File: src/rtl/boot_loader_pkg.sv
// Shared types and constants for the boot image loader.
// BOOT_CHECKSUM_EN adds the CHECK/ERR states and the trailing checksum byte.
package boot_loader_pkg;

  localparam int         BYTES_PER_WORD = 4;
  localparam logic [3:0] WSTRB_FULL     = 4'hF;
  localparam int         CSUM_W         = 8;

`ifdef BOOT_CHECKSUM_EN
  typedef enum logic [2:0] {
    IDLE,
    RECV,
    WRITE,
    CHECK,
    DONE,
    ERR
  } boot_state_t;
`else
  typedef enum logic [1:0] {
    IDLE,
    RECV,
    WRITE,
    DONE
  } boot_state_t;
`endif

endpackage

File: src/rtl/byte_word_packer.sv
// Packs a byte stream little-endian into 32-bit words.
// Latency: word valid the cycle after its 4th byte; no backpressure, caller gates i_vld.
module byte_word_packer
  import boot_loader_pkg::*;
(
  input  logic        i_clk,
  input  logic        i_reset,
  input  logic        i_clear,
  input  logic        i_vld,
  input  logic [7:0]  i_byte,
  output logic [31:0] o_word,
  output logic [1:0]  o_lane,
  output logic        o_word_done
);

  logic [31:0] r_word;
  logic [1:0]  r_lane;

  always_ff @(posedge i_clk) begin
    if (i_reset || i_clear) begin
      r_word <= '0;
      r_lane <= '0;
    end else if (i_vld) begin
      r_word[{r_lane, 3'b000} +: 8] <= i_byte;
      r_lane                        <= r_lane + 2'd1;
    end
  end

  assign o_word      = r_word;
  assign o_lane      = r_lane;
  assign o_word_done = i_vld && (r_lane == 2'(BYTES_PER_WORD - 1));

endmodule

File: src/rtl/boot_image_loader.sv
// Streams a byte image into memory over the look-ahead write port, then releases the core.
// Latency: 4 accept cycles + 1 write cycle per word; ld_ready drops during WRITE, stalls unbounded.
// Option: BOOT_CHECKSUM_EN appends a two's-complement checksum byte checked before release.
module boot_image_loader
  import boot_loader_pkg::*;
#(
  parameter logic [31:0] LOAD_BASE     = 32'h0000_0000,
  parameter bit          HOLD_AT_RESET = 1'b1
) (
  input  logic        clk,
  input  logic        reset,
  input  logic        ld_start,
  input  logic [15:0] ld_words,
  input  logic        ld_valid,
  input  logic [7:0]  ld_data,
  output logic        ld_ready,
  output logic        ld_busy,
  output logic        ld_done,
  output logic        ld_error,
  output logic        cpu_resetn,
  input  logic        cpu_la_read,
  input  logic        cpu_la_write,
  input  logic [31:0] cpu_la_addr,
  input  logic [31:0] cpu_la_wdata,
  input  logic [3:0]  cpu_la_wstrb,
  output logic        mem_la_read,
  output logic        mem_la_write,
  output logic [31:0] mem_la_addr,
  output logic [31:0] mem_la_wdata,
  output logic [3:0]  mem_la_wstrb,
  input  logic        mem_ready,
  output logic        cpu_mem_ready
);

  boot_state_t r_state, w_next;
  logic [15:0] r_cnt;
  logic [31:0] r_addr;
  logic [31:0] w_word;
  logic [1:0]  w_lane;
  logic        w_word_done;
  logic        w_pk_vld;
  logic        w_start_ok;
  logic        w_pass;
  boot_state_t w_empty_dest;
  boot_state_t w_last_dest;

  assign w_pk_vld = (r_state == RECV) && ld_valid;

`ifdef BOOT_CHECKSUM_EN
  logic [CSUM_W-1:0] r_sum;
  logic [CSUM_W-1:0] w_csum_exp;

  assign w_start_ok   = ld_start && (r_state == IDLE || r_state == DONE || r_state == ERR);
  assign w_empty_dest = CHECK;
  assign w_last_dest  = CHECK;
  assign w_csum_exp   = ~r_sum + 8'd1;

  always_ff @(posedge clk) begin
    if (reset || w_start_ok) begin
      r_sum <= '0;
    end else if (w_pk_vld) begin
      r_sum <= r_sum + ld_data;
    end
  end
`else
  assign w_start_ok   = ld_start && (r_state == IDLE || r_state == DONE);
  assign w_empty_dest = DONE;
  assign w_last_dest  = DONE;
`endif

  // A partial word is dropped by clearing the packer on reset or a new start.
  byte_word_packer u_packer (
    .i_clk       (clk),
    .i_reset     (reset),
    .i_clear     (w_start_ok),
    .i_vld       (w_pk_vld),
    .i_byte      (ld_data),
    .o_word      (w_word),
    .o_lane      (w_lane),
    .o_word_done (w_word_done)
  );

  always_ff @(posedge clk) begin
    if (reset) begin
      r_state <= IDLE;
      r_cnt   <= '0;
      r_addr  <= LOAD_BASE;
    end else begin
      r_state <= w_next;
      if (w_start_ok) begin
        r_cnt  <= ld_words;
        r_addr <= LOAD_BASE;
      end else if (r_state == WRITE) begin
        r_cnt  <= r_cnt - 16'd1;
        r_addr <= r_addr + 32'd4;
      end
    end
  end

  always_comb begin
    w_next = r_state;
    if (w_start_ok) begin
      w_next = (ld_words == 16'd0) ? w_empty_dest : RECV;
    end else begin
      unique case (r_state)
        RECV:    if (w_word_done) w_next = WRITE;
        WRITE:   w_next = (r_cnt == 16'd1) ? w_last_dest : RECV;
`ifdef BOOT_CHECKSUM_EN
        CHECK:   if (ld_valid) w_next = (ld_data == w_csum_exp) ? DONE : ERR;
        ERR:     w_next = ERR;
`endif
        IDLE:    w_next = IDLE;
        DONE:    w_next = DONE;
        default: w_next = IDLE;
      endcase
    end
  end

  assign w_pass = (r_state == DONE) || ((r_state == IDLE) && !HOLD_AT_RESET);

  always_comb begin
    ld_ready      = (r_state == RECV);
    ld_busy       = (r_state == RECV) || (r_state == WRITE);
    ld_done       = (r_state == DONE);
    ld_error      = 1'b0;
`ifdef BOOT_CHECKSUM_EN
    ld_ready      = ld_ready || (r_state == CHECK);
    ld_busy       = ld_busy || (r_state == CHECK);
    ld_error      = (r_state == ERR);
`endif
    cpu_resetn    = w_pass;
    mem_la_read   = 1'b0;
    mem_la_write  = (r_state == WRITE);
    mem_la_addr   = r_addr;
    mem_la_wdata  = w_word;
    mem_la_wstrb  = (r_state == WRITE) ? WSTRB_FULL : 4'h0;
    cpu_mem_ready = 1'b0;
    if (w_pass) begin
      mem_la_read   = cpu_la_read;
      mem_la_write  = cpu_la_write;
      mem_la_addr   = cpu_la_addr;
      mem_la_wdata  = cpu_la_wdata;
      mem_la_wstrb  = cpu_la_wstrb;
      cpu_mem_ready = mem_ready;
    end
  end

endmodule

File: config.mk
export PLATFORM = sky130hd
export DESIGN_NAME = boot_image_loader
export DESIGN_NICKNAME = d
export VERILOG_FILES = /design/src/rtl/boot_loader_pkg.sv /design/src/rtl/byte_word_packer.sv /design/src/rtl/boot_image_loader.sv
export SDC_FILE = /design/constraint.sdc
export NUM_CORES = 1
export LEC_CHECK = 0
export ABC_CLOCK_PERIOD_IN_PS = 2220
export CAP_MARGIN = 20
export CORE_MARGIN = 2
export CORE_UTILIZATION = 40
export DETAILED_ROUTE_END_ITERATION = 10
export PLACE_DENSITY = 0.77
export SYNTH_ARGS = -nofsm -noshare
export SYNTH_HDL_FRONTEND = slang
export SYNTH_HIERARCHICAL = 1
export SYNTH_SLANG_ARGS = --single-unit
File: constraint.sdc
create_clock -name clk -period 2.22 [get_ports clk]
set_clock_uncertainty 0.2 [all_clocks]
set_input_delay 0.444 -clock clk [delete_from_list [all_inputs] [get_ports clk]]
set_output_delay 0.444 -clock clk [all_outputs]
set_load 0.02 [all_outputs]
==> results.json, run 1 <==
{
  "area_growth_pct": 61.90,
  "hold_buffers": 0,
  "grt_pass1_vias": 4815,
  "dieWidth_um": 111.6,
  "tightest_slew_ns": 0.5144,
  "cts_made_buffers": 9,
  "drc": 0,
  "ys.flop_type": "dfxtp_1",
  "antenna_found_initial": 0,
  "timing.final.ws_setup_ns": -0.1222,
  "n_antenna_cell": 0,
  "hold_viol_final": 0,
  "wl_per_cell_um": 17.07,
  "ir_worst_vdd_mv": 0.3277,
  "reg2reg_to": "r_addr[26]",
  "grt_pass1_wl_mm": 23.36,
  "hold_depth": 2,
  "yosys-top-cells-area": "dfxtp_1, mux2_2, nor2_1, a32oi_1, xor2_1",
  "hp-class": "flop to flop",
  "final_area_sq_um": 7501,
  "r2r_slack_ns": 0.05,
  "status": "finished, violations left",
  "hold_start": "u_packer/o_word[3]",
  "gr-total-overflow": 0,
  "routabilityCongestion": 0.8566,
  "n_fill_cell": 904,
  "cts_tree": "done",
  "critPathCaptureType": "output port",
  "crit_path_max_fanout": 5,
  "yosysWarnings": 6,
  "cp-start-kind": "flop",
  "fin_util_pct": 65.97,
  "cts-root-buf": "clkbuf_16",
  "power_density_nw_per_um2": 458.7,
  "worst-setup-path-type": "flop to output port",
  "synth_cells": 520,
  "vias": 4917,
  "grt_util_all_layers_pct": 22.65,
  "synth_seq_cells": 82,
  "syn_area_sq_um": 4633,
  "place_area_sq_um": 6661,
  "ys_types": 50,
  "avgSynthCellArea_sq_um": 8.910,
  "reg2regPathDepth": 7,
  "period_share_pct": 105.5,
  "cts_max_path_buffers": 2,
  "final.setup.tns_ns": -3.303,
  "place.port_buffers": 173,
  "finalNetCount": 839,
  "clock_sinks": 82,
  "setup_violations": 44,
  "core_sq_um": 11370,
  "synthArstFlopShare_pct": 0,
  "viasPerCell": 5.607,
  "drv_cap": 0,
  "die-area_sq_um": 12460,
  "dpl.hpwl_mm": 9.978,
  "drt-total-wl_mm": 14.97,
  "hold-path-endpoint": "u_packer/o_word[3]",
  "cts_max_level": 3,
  "startpoint": "r_state[0]",
  "drive_gt1_share_pct": 32.43,
  "synth_nets": 630,
  "worstReg2RegStart": "r_state[0]",
  "power.total_uw": 3440,
  "rows": 39,
  "die_y_um": 111.6,
  "cp.required_ns": 1.58,
  "yosys.area.top_type": "dfxtp_1",
  "slew_violations": 0,
  "rsz0062_at_grt": "true",
  "multi_input_area_sq_um": 3007,
  "regArea_sq_um": 1649,
  "grt_start_max_net_pins": 35,
  "max_freq_mhz": 426.9,
  "max_slew_margin_pct": 65.64,
  "critPathArrivalTime_ns": 1.70,
  "drtIter0Drc": 260,
  "hold_ws_ns": 0.2494,
  "post-route-min-period_ns": 2.342,
  "dr.pass1.iters": 5,
  "start_util_pct": 40.75,
  "netlist_top_cells_count": "dfxtp_1, mux2_2, nor2_1",
  "violations": "setup timing",
  "ios": 175,
  "synth-edff-count": 0,
  "postRouteAntennaNets": 0,
  "p_leak_uw": 0.002917,
  "synth_top_area_share_pct": 35.43,
  "worstSkewPairLatency_ns": 0.34,
  "clkTransAtPathRegs_ns": 0.06,
  "synthMostInstantiatedCell": "dfxtp_1",
  "synth_seq_area_share_pct": 35.43
}
layout make-up:
cell class,instances,area share [%]
clock buffers,10,3.053
repair buffers,234,30.99
clock inverters,6,0.9008
inverters,12,0.6005
flip-flops and latches,82,21.98
well taps,143,2.385
multi-input cells,390,40.08
layout by cell type, fill, tap and decap left out, types with 19 or more instances in the layout:
cell type,Yosys,layout
dfxtp_1,82,80
a32oi_1,24,24
buf_6,3,42
clkdlybuf4s50_1,0,98
nand2_1,39,36
buf_4,4,53
nand4_1,22,22
mux2_4,0,29
a21oi_1,26,25
mux2_2,60,31
buf_2,4,19
nor2_1,60,60
timing repair:
item / 4_1_cts / 5_1_grt
gates resized for setup: 341 / 108
endpoints found under the hold margin: 0 / 0
gates cloned: 6 / 0
pin swaps: 1 / 7
endpoints found under the setup margin: 83 / 93
buffers inserted: 15 / 6
cells by family after synthesis:
family	after synthesis	synth area share [%]
AND/OR/NAND/NOR	198	22.63
AO/OA/AOI/OAI	93	14.10
flip-flops	82	35.43
multiplexers	63	15.23
buffers and inverters	48	5.023
XOR/XNOR	24	4.537
adder cells (fa/ha/maj)	11	2.971
other	1	0.08094
critical path: stages, from the launching register on:
cell,delay [ns]
dfxtp_4,0.35
ha_4,0.19
buf_12,0.15
buf_16,0.14
buf_6,0.11
mux2_4,0.29
buf_6,0.13
routing by layer:
metal  global-route usage, %  part of all wire, %  wire length, um  vias to the layer above
li1                        -                    -                -                     2355
met1                   28.00                   42             6233                     2311
met2                   39.52                   50             7507                      221
met3                   4.028                  5.5              825                       30
met4                   8.148                  2.7              405                        0
met5                       0                    0                0                        -
state kept, by name, summed over array words and instances, names as in the netlist:
name and cells:
r_addr 30, r_cnt 16, r_state 2, u_packer/o_lane 2, u_packer/o_word 32
how the worst max path moves through the flow:
stage | slack (ns) | end
after global routing | -0.15 | mem_la_addr[2]
after CTS | -0.18 | mem_la_addr[9]
final | -0.12 | mem_la_addr[24]
after detailed placement | -0.15 | mem_la_addr[9]
after global placement | -0.12 | mem_la_addr[9]
after floorplan | 0.04 | mem_la_addr[12]
report_power, final:
group,internal [uW],total (uW),switching (uW)
sequential,1500,1530,29.8
combinational,247,419,171
clock,874,1490,620
stage by stage:
| step | setup WS, ns | std cells |
|---|---|---|
| 6_report | -0.1222 | 877 |
| 3_5_place_dp | -0.1508 | 834 |
| 5_1_grt | -0.1539 | 877 |
| 3_3_place_gp | -0.1167 | 834 |
| 4_1_cts | -0.1813 | 871 |
| 2_1_floorplan | 0.04191 | 520 |
Note: power is estimated with default switching activity, not from simulation.
==> run 2: changes to the inputs <==
Settings changed: CORE_ASPECT_RATIO set to 1.75.
==> run 2 against run 1 <==
Effect of this change: the flow still finishes with violations (setup timing); clock power hardly changed; critical path type unchanged; via count fell by 2.5%; combinational power fell by 4%; largest cell class unchanged; global-route usage down 1.5 points; sequential share of layout area increased by 0.98 points; count of clock-buffer cells in the layout grew 2; largest power group unchanged; routed wire length down 5.0%; critical endpoint is now mem_la_addr[21].
==> results.json, run 2 (synthesis results as in run 1) <==
{
  "wirelength_met1_mm": 5.320,
  "hp-class": "flop to flop",
  "mostFrequentLayoutCell": "clkdlybuf4s50_1",
  "area_growth_pct": 54.74,
  "largest_register_ffs": 32,
  "antenna_found_initial": 0,
  "multi_input_area_sq_um": 2908,
  "p_leak_uw": 0.002806,
  "hold_viol_final": 0,
  "met3WireLength_um": 601,
  "timing.final.ws_setup_ns": -0.1383,
  "grt_pass1_wl_mm": 21.91,
  "regArea_sq_um": 1647,
  "most-common-layout-cells": "clkdlybuf4s50_1, dfxtp_1, nor2_1",
  "grt_util_all_layers_pct": 21.16,
  "rows": 52,
  "status": "finished, violations left",
  "hold_buffers": 0,
  "tightest_slew_ns": 0.5278,
  "clkTransAtPathRegs_ns": 0.06,
  "ir_worst_vdd_mv": 0.4009,
  "drt-total-wl_mm": 14.23,
  "dr.pass1.iters": 6,
  "vias": 4792,
  "post-route-min-period_ns": 2.358,
  "max_freq_mhz": 424.0,
  "wl_met2_mm": 8.049,
  "fin_util_pct": 62.61,
  "violations": "setup timing",
  "die-area_sq_um": 12490,
  "drive_gt1_share_pct": 29.78,
  "cp-start-kind": "flop",
  "critPathArrivalTime_ns": 1.71,
  "dpl.hpwl_mm": 10.12,
  "dieWidth_um": 85.36,
  "period_share_pct": 106.2,
  "cts_made_buffers": 9,
  "cts_max_path_buffers": 2,
  "grt_pass1_vias": 4662,
  "ios": 175,
  "finalNetCount": 827,
  "gr-total-overflow": 0,
  "max_slew_margin_pct": 64.68,
  "place.port_buffers": 173,
  "drc": 0,
  "slew_violations": 0,
  "core_sq_um": 11450,
  "n_fill_cell": 977,
  "n_antenna_cell": 0,
  "power_density_nw_per_um2": 478.3,
  "crit_path_max_fanout": 14,
  "drv_cap": 0,
  "worst-setup-path-type": "flop to output port",
  "place_area_sq_um": 6606,
  "top_layer": "met4",
  "critPathCaptureType": "output port",
  "cp.required_ns": 1.58,
  "power.total_uw": 3429,
  "cp_slowest_stage_delay_ns": 0.36,
  "start_util_pct": 40.46,
  "postRouteAntennaNets": 0,
  "final_area_sq_um": 7169,
  "die_y_um": 146.4,
  "grt_start_max_net_pins": 35,
  "wl_per_cell_um": 16.60,
  "setup_violations": 59,
  "cts_max_level": 3,
  "slowest_stage": "dfxtp_2",
  "clock_sinks": 82,
  "cts_tree": "done",
  "cts-root-buf": "clkbuf_16",
  "drtIter0Drc": 196,
  "worstSkewPairLatency_ns": 0.33,
  "rsz0062_at_grt": "true",
  "path_cells": "ha_4 > buf_6 > buf_12 > mux2_2 > buf_2",
  "viasPerCell": 5.592,
  "routabilityCongestion": 0.8038
}
[run 2: cell types whose count changed in the layout (fill, tap and decap cells not counted), moves of 4 or more]
cell / change
mux2_2: +6
buf_4: -15
buf_2: +12
buf_6: -8
buf_16: -4
mux2_4: -6
[run 2: stage by stage]
step / hold slack (ns) / setup TNS, ns / cells / setup slack, ns
global placement: 0.2411 / -5.229 / 820 / -0.08872
CTS: 0.2551 / -6.508 / 841 / -0.2299
global route: 0.2780 / -7.912 / 857 / -0.2067
detailed placement: 0.2466 / -8.083 / 820 / -0.1554
floorplan: 0.2294 / 0 / 520 / 0.04191
finish: 0.2545 / -4.109 / 857 / -0.1383
[run 2: routing by layer]
layer	vias up	global-route usage, %
li1	2313	-
met1	2295	23.73
met2	164	39.45
met3	20	2.600
met4	0	8.333
met5	-	0
[run 2: worst paths after layout]
check | start | to | slack, ns | cells past startpoint
min | u_packer/o_word[4] | u_packer/o_word[4] | 0.25 | 2
min reg2reg | u_packer/o_word[4] | u_packer/o_word[4] | 0.25 | 2
max | r_state[1] | mem_la_addr[21] | -0.14 | 5
max reg2reg | r_cnt[8] | r_cnt[15] | 0.06 | 4
[run 2: what timing repair did]
| action | CTS | global route |
|---|---|---|
| cloned | 2 | 1 |
| setup buffers | 3 | 16 |
| gates resized for setup | 260 | 144 |
| setup endpoints to repair | 78 | 95 |
| pin swaps | 1 | 3 |
[run 2: final cells by class]
| cell class | count | share of cell area (%) |
|---|---|---|
| clock buffers | 12 | 3.578 |
| clock inverters | 4 | 0.6981 |
| inverters | 12 | 0.6283 |
| multi-input cells | 390 | 40.56 |
| flip-flops and latches | 82 | 22.97 |
| well taps | 135 | 2.356 |
| repair buffers | 222 | 29.21 |
[run 2: worst max-delay path, delay by kind of cell (launching register included)]
family	cells	cell delay, ns
flops	1	0.36
mux	1	0.34
buf+inv	3	0.45
fa+ha+maj	1	0.23
[run 2: where the power goes]
part	internal (uW)	switching, uW
Sequential	1500	29.2
Clock	930	567
Combinational	238	165
Total	2670	761
